<file path="config.mk">
export PLATFORM = sky130hd
export DESIGN_NAME = pc_gen_unit_flat
export DESIGN_NICKNAME = d
export VERILOG_FILES = /design/src/rtl/pc_gen_unit_if.sv /design/src/rtl/pc_gen_unit.sv /design/src/flat_wrapper.sv
export SDC_FILE = /design/constraint.sdc
export NUM_CORES = 1
export LEC_CHECK = 0
export ABC_AREA = 0
export CAP_MARGIN = 15
export CORE_ASPECT_RATIO = 2
export CORE_UTILIZATION = 30
export CTS_CLUSTER_SIZE = 14
export DETAILED_ROUTE_END_ITERATION = 10
export HOLD_SLACK_MARGIN = 0.12
export SLEW_MARGIN = 10
export SYNTH_ARGS = -nofsm -noshare
export SYNTH_HDL_FRONTEND = slang
export SYNTH_SLANG_ARGS = --single-unit
</file>
<file path="constraint.sdc">
create_clock -name Clk -period 5.7 [get_ports Clk]
set_input_delay 1.425 -clock Clk [delete_from_list [all_inputs] [get_ports Clk]]
set_output_delay 1.425 -clock Clk [all_outputs]
set_load 0.005 [all_outputs]
</file>
<file path="src/rtl/pc_gen_unit_if.sv">
// Fetch-stage redirect request bundle and PC/status return for pc_gen_unit.
interface pc_gen_unit_if #(
  parameter int unsigned XLEN = 32
);
  logic            stall;
  logic            exc;
  logic [XLEN-1:0] OldPC;
  logic            br_taken;
  logic [XLEN-1:0] br_off;
  logic            j;
  logic            jal;
  logic [25:0]     Adj;
  logic            jr;
  logic            jr_ret;
  logic [XLEN-1:0] jr_target;
  logic [XLEN-1:0] PC;
  logic [XLEN-1:0] pcjal;
  logic            ras_used;
  logic            ras_underflow;
  logic            align_err;

  // Requester side (decode/execute and fetch consumer)
  modport master (
    output stall, exc, OldPC, br_taken, br_off, j, jal, Adj, jr, jr_ret, jr_target,
    input  PC, pcjal, ras_used, ras_underflow, align_err
  );

  // PC generator side
  modport slave (
    input  stall, exc, OldPC, br_taken, br_off, j, jal, Adj, jr, jr_ret, jr_target,
    output PC, pcjal, ras_used, ras_underflow, align_err
  );
endinterface

</file>
<file path="src/rtl/pc_gen_unit.sv">
// Program-counter generator: reset/exception vectors, prioritised redirects,
// stall hold and a circular return-address stack predicting jr $ra.
module pc_gen_unit #(
  parameter int unsigned XLEN      = 32,
  parameter logic [31:0] RESET_VEC = 32'h0000_3000,
  parameter logic [31:0] EXC_VEC   = 32'h0000_4180,
  parameter int unsigned RAS_DEPTH = 4,
  parameter bit          RAS_EN    = 1'b1
) (
  input  logic         Clk,
  input  logic         PcReSet,
  pc_gen_unit_if.slave bus
);

  localparam int unsigned PTR_W = $clog2(RAS_DEPTH);
  localparam int unsigned CNT_W = PTR_W + 1;

  logic [XLEN-1:0]  pc_q;
  logic [XLEN-1:0]  pcjal_q;
  logic             ras_used_q;
  logic             ras_underflow_q;
  logic             align_err_q;

  logic [XLEN-1:0]  ras_mem [RAS_DEPTH];
  logic [PTR_W-1:0] ras_ptr;
  logic [CNT_W-1:0] ras_cnt;

  logic [XLEN-1:0]  pc_nxt;
  logic [XLEN-1:0]  pcjal_nxt;
  logic [XLEN-1:0]  jr_tgt;
  logic [XLEN-1:0]  link_addr;
  logic [PTR_W-1:0] ptr_m1;
  logic             push;
  logic             pop;
  logic             used_nxt;
  logic             underflow_nxt;
  logic             align_nxt;

  assign ptr_m1    = ras_ptr - PTR_W'(1);
  assign link_addr = bus.OldPC + XLEN'(4);

  // Next-PC selection by priority: exc > stall > jr > branch > jump > sequential
  always_comb begin
    pc_nxt        = pc_q + XLEN'(4);
    pcjal_nxt     = pcjal_q;
    jr_tgt        = bus.jr_target;
    push          = 1'b0;
    pop           = 1'b0;
    used_nxt      = 1'b0;
    underflow_nxt = 1'b0;
    align_nxt     = 1'b0;
    if (bus.exc) begin
      pc_nxt = XLEN'(EXC_VEC);
    end else if (bus.stall) begin
      pc_nxt = pc_q;
    end else if (bus.jr) begin
      if (RAS_EN && bus.jr_ret) begin
        if (ras_cnt != '0) begin
          pop      = 1'b1;
          used_nxt = 1'b1;
          jr_tgt   = ras_mem[ptr_m1];
        end else begin
          underflow_nxt = 1'b1;
        end
      end
      align_nxt = |jr_tgt[1:0];
      pc_nxt    = {jr_tgt[XLEN-1:2], 2'b00};
    end else if (bus.br_taken) begin
      pc_nxt = bus.OldPC + XLEN'(4) + (bus.br_off << 2);
    end else if (bus.j) begin
      pc_nxt = {bus.OldPC[XLEN-1:28], bus.Adj, 2'b00};
      if (bus.jal) begin
        pcjal_nxt = link_addr;
        push      = RAS_EN;
      end
    end
  end

  // PC, link register, RAS bookkeeping and status pulses
  always_ff @(posedge Clk) begin
    if (PcReSet) begin
      pc_q            <= XLEN'(RESET_VEC);
      pcjal_q         <= '0;
      ras_ptr         <= '0;
      ras_cnt         <= '0;
      ras_used_q      <= 1'b0;
      ras_underflow_q <= 1'b0;
      align_err_q     <= 1'b0;
    end else begin
      pc_q            <= pc_nxt;
      pcjal_q         <= pcjal_nxt;
      ras_used_q      <= used_nxt;
      ras_underflow_q <= underflow_nxt;
      align_err_q     <= align_nxt;
      if (pop) begin
        ras_ptr <= ptr_m1;
        ras_cnt <= ras_cnt - CNT_W'(1);
      end else if (push) begin
        // When full the write pointer sits on the oldest entry, so it is overwritten
        ras_ptr <= ras_ptr + PTR_W'(1);
        if (ras_cnt != CNT_W'(RAS_DEPTH)) begin
          ras_cnt <= ras_cnt + CNT_W'(1);
        end
      end
    end
  end

  // RAS storage; contents are meaningless until counted, so no reset needed
  always_ff @(posedge Clk) begin
    if (!PcReSet && push) begin
      ras_mem[ras_ptr] <= link_addr;
    end
  end

  assign bus.PC            = pc_q;
  assign bus.pcjal         = pcjal_q;
  assign bus.ras_used      = ras_used_q;
  assign bus.ras_underflow = ras_underflow_q;
  assign bus.align_err     = align_err_q;

endmodule
</file>
<file path="src/flat_wrapper.sv">
// flat-port wrapper written by rule: the top's interface ports become plain ports
module pc_gen_unit_flat 
#(
  parameter int unsigned XLEN      = 32,
  parameter logic [31:0] RESET_VEC = 32'h0000_3000,
  parameter logic [31:0] EXC_VEC   = 32'h0000_4180,
  parameter int unsigned RAS_DEPTH = 4,
  parameter bit          RAS_EN    = 1'b1
)
  (Clk, PcReSet, bus_stall, bus_exc, bus_OldPC, bus_br_taken, bus_br_off, bus_j, bus_jal, bus_Adj, bus_jr, bus_jr_ret, bus_jr_target, bus_PC, bus_pcjal, bus_ras_used, bus_ras_underflow, bus_align_err);
  pc_gen_unit_if #(.XLEN(XLEN)) bus_i ();
  input  logic Clk;
  input  logic PcReSet;
  input wire logic [$bits(bus_i.stall)-1:0] bus_stall;
  input wire logic [$bits(bus_i.exc)-1:0] bus_exc;
  input wire logic [$bits(bus_i.OldPC)-1:0] bus_OldPC;
  input wire logic [$bits(bus_i.br_taken)-1:0] bus_br_taken;
  input wire logic [$bits(bus_i.br_off)-1:0] bus_br_off;
  input wire logic [$bits(bus_i.j)-1:0] bus_j;
  input wire logic [$bits(bus_i.jal)-1:0] bus_jal;
  input wire logic [$bits(bus_i.Adj)-1:0] bus_Adj;
  input wire logic [$bits(bus_i.jr)-1:0] bus_jr;
  input wire logic [$bits(bus_i.jr_ret)-1:0] bus_jr_ret;
  input wire logic [$bits(bus_i.jr_target)-1:0] bus_jr_target;
  output wire logic [$bits(bus_i.PC)-1:0] bus_PC;
  output wire logic [$bits(bus_i.pcjal)-1:0] bus_pcjal;
  output wire logic [$bits(bus_i.ras_used)-1:0] bus_ras_used;
  output wire logic [$bits(bus_i.ras_underflow)-1:0] bus_ras_underflow;
  output wire logic [$bits(bus_i.align_err)-1:0] bus_align_err;
  assign bus_i.stall = bus_stall;
  assign bus_i.exc = bus_exc;
  assign bus_i.OldPC = bus_OldPC;
  assign bus_i.br_taken = bus_br_taken;
  assign bus_i.br_off = bus_br_off;
  assign bus_i.j = bus_j;
  assign bus_i.jal = bus_jal;
  assign bus_i.Adj = bus_Adj;
  assign bus_i.jr = bus_jr;
  assign bus_i.jr_ret = bus_jr_ret;
  assign bus_i.jr_target = bus_jr_target;
  assign bus_PC = bus_i.PC;
  assign bus_pcjal = bus_i.pcjal;
  assign bus_ras_used = bus_i.ras_used;
  assign bus_ras_underflow = bus_i.ras_underflow;
  assign bus_align_err = bus_i.align_err;
  pc_gen_unit #(.XLEN(XLEN), .RESET_VEC(RESET_VEC), .EXC_VEC(EXC_VEC), .RAS_DEPTH(RAS_DEPTH), .RAS_EN(RAS_EN)) u_core (.Clk(Clk), .PcReSet(PcReSet), .bus(bus_i));
endmodule
</file>
# After elaboration in Yosys (flattened, before gate mapping)
# Memory sizes are Yosys's and may differ from the RTL's.
# Cells that the tools add are included.
[op_classes]
n_mux = 29
reduce_logical = 11
n_eq_ne = 2
addsub = 7
n_bitwise = 5
[op_table]
columns = ["cell", "n"]
rows = [
  ["$mux W32", 8],
  ["$add A32 B3 Y32 const B", 2],
  ["$add A32 B32 Y32", 1],
  ["$mux W15", 2],
  ["$mux W1", 14],
  ["$mux W3", 3],
  ["$reduce_and A6 Y1", 1],
  ["$not A1 Y1", 5],
  ["$reduce_or A5 Y1", 1],
  ["$mux W2", 2],
  ["$reduce_bool A2 Y1", 2],
  ["$reduce_or A2 Y1", 2],
  ["$reduce_or A4 Y1", 1],
  ["$add A3 B1 Y3 const B", 1],
  ["$ne A3 B3 Y1 const B", 1],
  ["$reduce_bool A3 Y1", 1],
  ["$sub A3 B1 Y3 const B", 1],
  ["$add A2 B1 Y2 const B", 1],
  ["$ne A2 B1 Y1 const B", 1],
  ["$reduce_and A2 Y1", 1],
  ["$sub A2 B1 Y2 const B", 1],
  ["$logic_and A1 B1 Y1", 1],
  ["$logic_not A1 Y1", 1],
]
[word_totals]
elab_cells = 63
in_bits = 131
ramBits = 128
n_memories = 1
regBits = 72
[mem_list]
columns = ["name", "depth", "width", "rd", "rd_ports_with_merged_regs", "wr", "line_no", "source"]
rows = [
  ["u_core.ras_mem", 4, 32, 1, 0, 1, "pc_gen_unit.sv:24", "logic [XLEN-1:0] ras_mem [RAS_DEPTH];"],
]

# Logic depth before layout (Yosys ltp)
# An unclocked memory read counts as a cell.
[depth]
depth_word = 10
mapped_depth = 17

# Worst setup path before layout
# Ideal clock, no wire load.
[synth_path]
path_kind = "input -> register"
from = "input port bus_jr"
to = "memory u_core.ras_mem[0][0], enable pin"
arrival_time_ns = 5.065
stages = 7
path_buffers = 3
slack_ns = 0.167
cell_sequence = "clkbuf_1 -> nor3_2 -> and2_1 -> buf_2 -> nand3_1 -> clkbuf_1 -> nor3b_1"
[synth_via]
elab_chain_cells = 6
[synth_rtl]
columns = ["element", "line_no", "source"]
rows = [
  ["start, declared", "flat_wrapper.sv:22", "input wire logic [$bits(bus_i.jr)-1:0] bus_jr;"],
  ["$mux W1", "pc_gen_unit.sv:56", "end else if (bus.jr) begin"],
  ["$mux W1", "pc_gen_unit.sv:54", "end else if (bus.stall) begin"],
  ["$mux W1", "pc_gen_unit.sv:52", "if (bus.exc) begin"],
  ["$logic_and A1 B1 Y1", "pc_gen_unit.sv:110", "if (!PcReSet && push) begin"],
  ["$mux W1", "pc_gen_unit.sv:110", ""],
  ["$mux W1 (implied by the code)", "pc_gen_unit.sv:111", "ras_mem[ras_ptr] <= link_addr;"],
  ["end, declared", "pc_gen_unit.sv:24", ""],
]
# Every way passes these cells.

# Worst setup path after layout
[layout_path]
from = "input port bus_OldPC[5]"
to = "register u_core.pc_q[30], in the netlist u_core.bus.PC[30]"
[layout_via]
elab_chain_cells = 4
[layout_rtl]
columns = ["element", "line_no", "source"]
rows = [
  ["start, declared", "flat_wrapper.sv:16", "input wire logic [$bits(bus_i.OldPC)-1:0] bus_OldPC;"],
  ["$add A32 B3 Y32", "--", ""],
  ["net u_core.link_addr[16]", "pc_gen_unit.sv:31", "logic [XLEN-1:0] link_addr;"],
  ["$add A32 B32 Y32", "pc_gen_unit.sv:69", "pc_nxt = bus.OldPC + XLEN'(4) + (bus.br_off << 2);"],
  ["$mux W32", "pc_gen_unit.sv:68", "end else if (bus.br_taken) begin"],
  ["$mux W32", "pc_gen_unit.sv:56", ""],
  ["end signal, assigned", "pc_gen_unit.sv:82", "pc_q <= XLEN'(RESET_VEC);"],
  ["end signal, assigned", "pc_gen_unit.sv:90", "pc_q <= pc_nxt;"],
  ["end, declared", "pc_gen_unit.sv:18", "logic [XLEN-1:0] pc_q;"],
]
# The timed path passes the listed nets, and every way through them passes these cells.
# A chain may end at the register's enable or synchronous reset.

==> impl_metrics.sql <==
INSERT INTO impl_metrics (metric_group, metric, value, unit) VALUES
('run_status', 'outcome', 'completed', ''),
('sta', 'timing.final.crit_share', '87.1', '%'),
('worst_setup_path', 'crit_top_cell', 'sky130_fd_sc_hd__and3_1', ''),
('detailed_routing', 'drt.antenna.violating_nets', '0', ''),
('cells_and_area', 'multiInputGateArea', '0.00527', 'mm^2'),
('cells_and_area', 'area_grow_syn2layout', '31.1', '%'),
('clock_network', 'clk_pin_slew', '0.08', 'ns'),
('die', 'die_w', '136', 'um'),
('sta', 'max-slew-margin-rel', '17.3', '%'),
('synth', 'synthesis.nets', '1228', ''),
('pwr', 'power_density', '235', 'mW/mm^2'),
('clock_network', 'clock_buffer_count_from_cts', '17', ''),
('cells_and_area', 'fillers', '3425', ''),
('global_route', 'grt_usage', '19.2', '%'),
('worst_setup_path', 'critical_path.cell_chain', 'clkdlybuf4s50_1 -> and3_1 -> and3_1 -> and3_1 -> buf_4 -> nand2_1 -> xnor2_1 -> buf_4 -> ha_1 -> inv_1 -> o21bai_1 -> a221o_1 -> a31o_1 -> a41oi_2 -> o41ai_1 -> xnor2_1 -> o22ai_1', ''),
('detailed_routing', 'drt_first_iter_violations', '514', ''),
('die', 'number_of_top_level_design_ports', '198', ''),
('synth', 'synthesis.instances', '1058', ''),
('cells_and_area', 'drive_gt1_share', '11.4', '%'),
('sta', 'setup-tns-final', '0', 'ns'),
('place', 'globalplace.congestion', '0.929', ''),
('synth', 'async_flop_share', '0', '%'),
('synth', 'netlist.top_cell.by_area', 'sky130_fd_sc_hd__edfxtp_1', ''),
('worst_setup_path', 'cp.buffers_inverters', '4', ''),
('place', 'dpl.hpwl', '27200', 'um'),
('clock_network', 'cts_hold_repair.buffers', '0', ''),
('worst_hold_path', 'hp-class', 'flip-flop to flip-flop', ''),
('worst_setup_path', 'critical_path.max_fanout', '7', ''),
('detailed_routing', 'detail_route.first_pass.iterations', '5', ''),
('die', 'die-area', '0.0370', 'mm^2'),
('clock_network', 'cts.repair_timing.setup_buffer_count', '0', ''),
('cells_and_area', 'finish.net_count', '1447', ''),
('synth', 'synth-seq-area-share', '48.7', '%'),
('die', 'effective_utilization_at_floorplan', '30.4', '%'),
('worst_setup_path', 'path_class', 'input port to flip-flop', ''),
('synth', 'synth.lib_cells_used.distinct', '62', ''),
('global_route', 'first_global_vias', '9236', ''),
('die', 'core', '0.0357', 'mm^2'),
('synth', 'synth-edff-count', '128', ''),
('sta', 'final.min_clock_period', '4.96', 'ns'),
('clock_network', 'root_buffer', 'sky130_fd_sc_hd__clkbuf_16', ''),
('pwr', 'highest_ir_drop_seen_on_vdd', '207', 'uV'),
('worst_setup_path', 'critical_path.top_delay_family', 'compound AO/OA/AOI/OAI gates', ''),
('synth', 'synthesis.yosys.warnings', '0', ''),
('synth', 'primary_flip_flop_cell_chosen_by_synthesis_mapping', 'sky130_fd_sc_hd__edfxtp_1', ''),
('worst_setup_path', 'critical-path-slowest-cell', 'sky130_fd_sc_hd__clkdlybuf4s50_1', ''),
('cells_and_area', 'final_core_utilization', '39.9', '%'),
('synth', 'ys_ff_latch', '200', ''),
('detailed_routing', 'via_count', '8999', ''),
('synth', 'syn_area_per_cell', '10.3', 'um^2'),
('run', 'timing.max_cap.violations', '0', ''),
('sta', 'maxClockFrequency', '0.202', 'GHz'),
('worst_setup_path', 'worst_ep_required', '6.03', 'ns'),
('sta', 'setup_violations', '0', ''),
('sta', 'final.setup_skew', '0.0114', 'ns'),
('detailed_routing', 'drt-total-wl', '34800', 'um'),
('clock_network', 'cts-root-to-sink-buffers', '2', ''),
('detailed_routing', 'vias_per_cell', '5.17', ''),
('global_route', 'antenna_found_initial', '1', ''),
('global_route', 'overflow', '0', ''),
('synth', 'synthDominantCellAreaShare', '35.4', '%'),
('clock_network', 'tritoncts', 'built', ''),
('place', 'preCtsSetupSlack', '0.246', 'ns'),
('sta', 'timing.final.max_slew_violations', '0', ''),
('global_route', 'grt_pass1_wl', '52700', 'um'),
('clock_network', 'post_cts_resize_count', '0', ''),
('clock_network', 'latest_clock_arrival_within_the_worst_skew_pair', '0.46', 'ns'),
('sta', 'grt_setup_unrepaired', 'no', ''),
('die', 'die_h', '271', 'um'),
('cells_and_area', 'sequential_cell_area', '0.00529', 'mm^2'),
('worst_setup_path', 'critical_path_end_type', 'flip-flop', '');
[final cells by class]
class | instances | area share (%)
sequential | 200 | 37.2
multi-input combinational | 776 | 37.1
timing repair buffer | 258 | 17.0
tap | 450 | 3.96
clock buffer | 17 | 2.99
clock inverter | 15 | 1.21
inverter | 24 | 0.633
antenna | 1 | 0.0176
[layer usage]
layer,vias up,wire length (um),GRT usage (%)
met5,-,0,0
met4,0,1560,10.5
met3,66,1540,2.81
met2,290,18600,35.3
met1,4308,13100,20.5
li1,4335,-,-
[report_power, final]
group          switching [W]  total [W]  internal (W)
registers          0.0000200    0.00157       0.00155
logic               0.000281   0.000546      0.000265
clock network       0.000632    0.00123      0.000594
[cell families (layout without fill, tap and decap cells)]
group	count (synthesis)	count (layout)	synth area share, %
and+or+nand+nor	381	381	15.6
other	0	1	0
xor gates and xnor gates	81	81	6.54
adders and majority gates	39	39	4.64
muxes	48	48	7.91
DFF	200	200	48.7
AOI/OAI and AO/OA	227	227	13.6
buffers and inverters	82	314	2.92
[worst paths after layout]
path,start,slack [ns],cells after the start,end
min reg2reg,u_core.bus.pcjal[13],0.46,2,u_core.bus.pcjal[13]
max,bus_OldPC[5],0.74,17,u_core.bus.PC[30]
min,u_core.bus.pcjal[13],0.46,2,u_core.bus.pcjal[13]
max reg2reg,u_core.bus.PC[2],2.67,9,u_core.bus.PC[28]
[through the flow]
step	hold WS [ns]	area [um^2]	instances	total power [W]
detailed placement	0.450	13600	1708	0.00215
finish	0.461	14200	1741	0.00335
global placement	0.444	13600	1708	0.00215
CTS	0.464	14200	1740	0.00338
global route	0.481	14200	1741	0.00348
floorplan	0.453	10800	1058	0.00189
[Yosys cell counts (11+ instances only)]
master / n
sky130_fd_sc_hd__o211ai_1: 11
sky130_fd_sc_hd__dfxtp_1: 72
sky130_fd_sc_hd__inv_1: 24
sky130_fd_sc_hd__a221oi_1: 13
sky130_fd_sc_hd__nand4_1: 16
sky130_fd_sc_hd__and3_1: 19
sky130_fd_sc_hd__mux4_2: 30
sky130_fd_sc_hd__nor2_1: 91
sky130_fd_sc_hd__ha_1: 37
sky130_fd_sc_hd__nand2_1: 164
sky130_fd_sc_hd__xnor2_1: 39
sky130_fd_sc_hd__xor2_1: 42
sky130_fd_sc_hd__a211oi_1: 14
sky130_fd_sc_hd__nor3_1: 26
sky130_fd_sc_hd__clkbuf_1: 45
sky130_fd_sc_hd__edfxtp_1: 128
sky130_fd_sc_hd__mux2i_1: 16
sky130_fd_sc_hd__o21ai_0: 30
sky130_fd_sc_hd__nand3_1: 35
sky130_fd_sc_hd__a21oi_1: 91
[flip-flops by register name (all words and copies together), names as in the netlist]
| name | cells |
|---|---|
| u_core.ras_ptr | 2 |
| u_core.bus.ras_underflow | 1 |
| u_core.bus.align_err | 1 |
| u_core.bus.pcjal | 32 |
| u_core.ras_cnt | 3 |
| u_core.ras_mem | 128 |
| u_core.bus.ras_used | 1 |
| u_core.bus.PC | 32 |
[worst reg2reg max path, stage by stage, from the launching register on]
cell                       delay [ns]
sky130_fd_sc_hd__dfxtp_1         0.44
sky130_fd_sc_hd__ha_1            0.27
sky130_fd_sc_hd__and4_1          0.29
sky130_fd_sc_hd__nand3_1         0.34
sky130_fd_sc_hd__nor4_1          0.75
sky130_fd_sc_hd__nand2_1         0.14
sky130_fd_sc_hd__xor2_1          0.15
sky130_fd_sc_hd__o21ai_0         0.10
sky130_fd_sc_hd__a221oi_1        0.31
sky130_fd_sc_hd__o22ai_1         0.12
No activity file was read; power rests on OpenSTA's default activity.
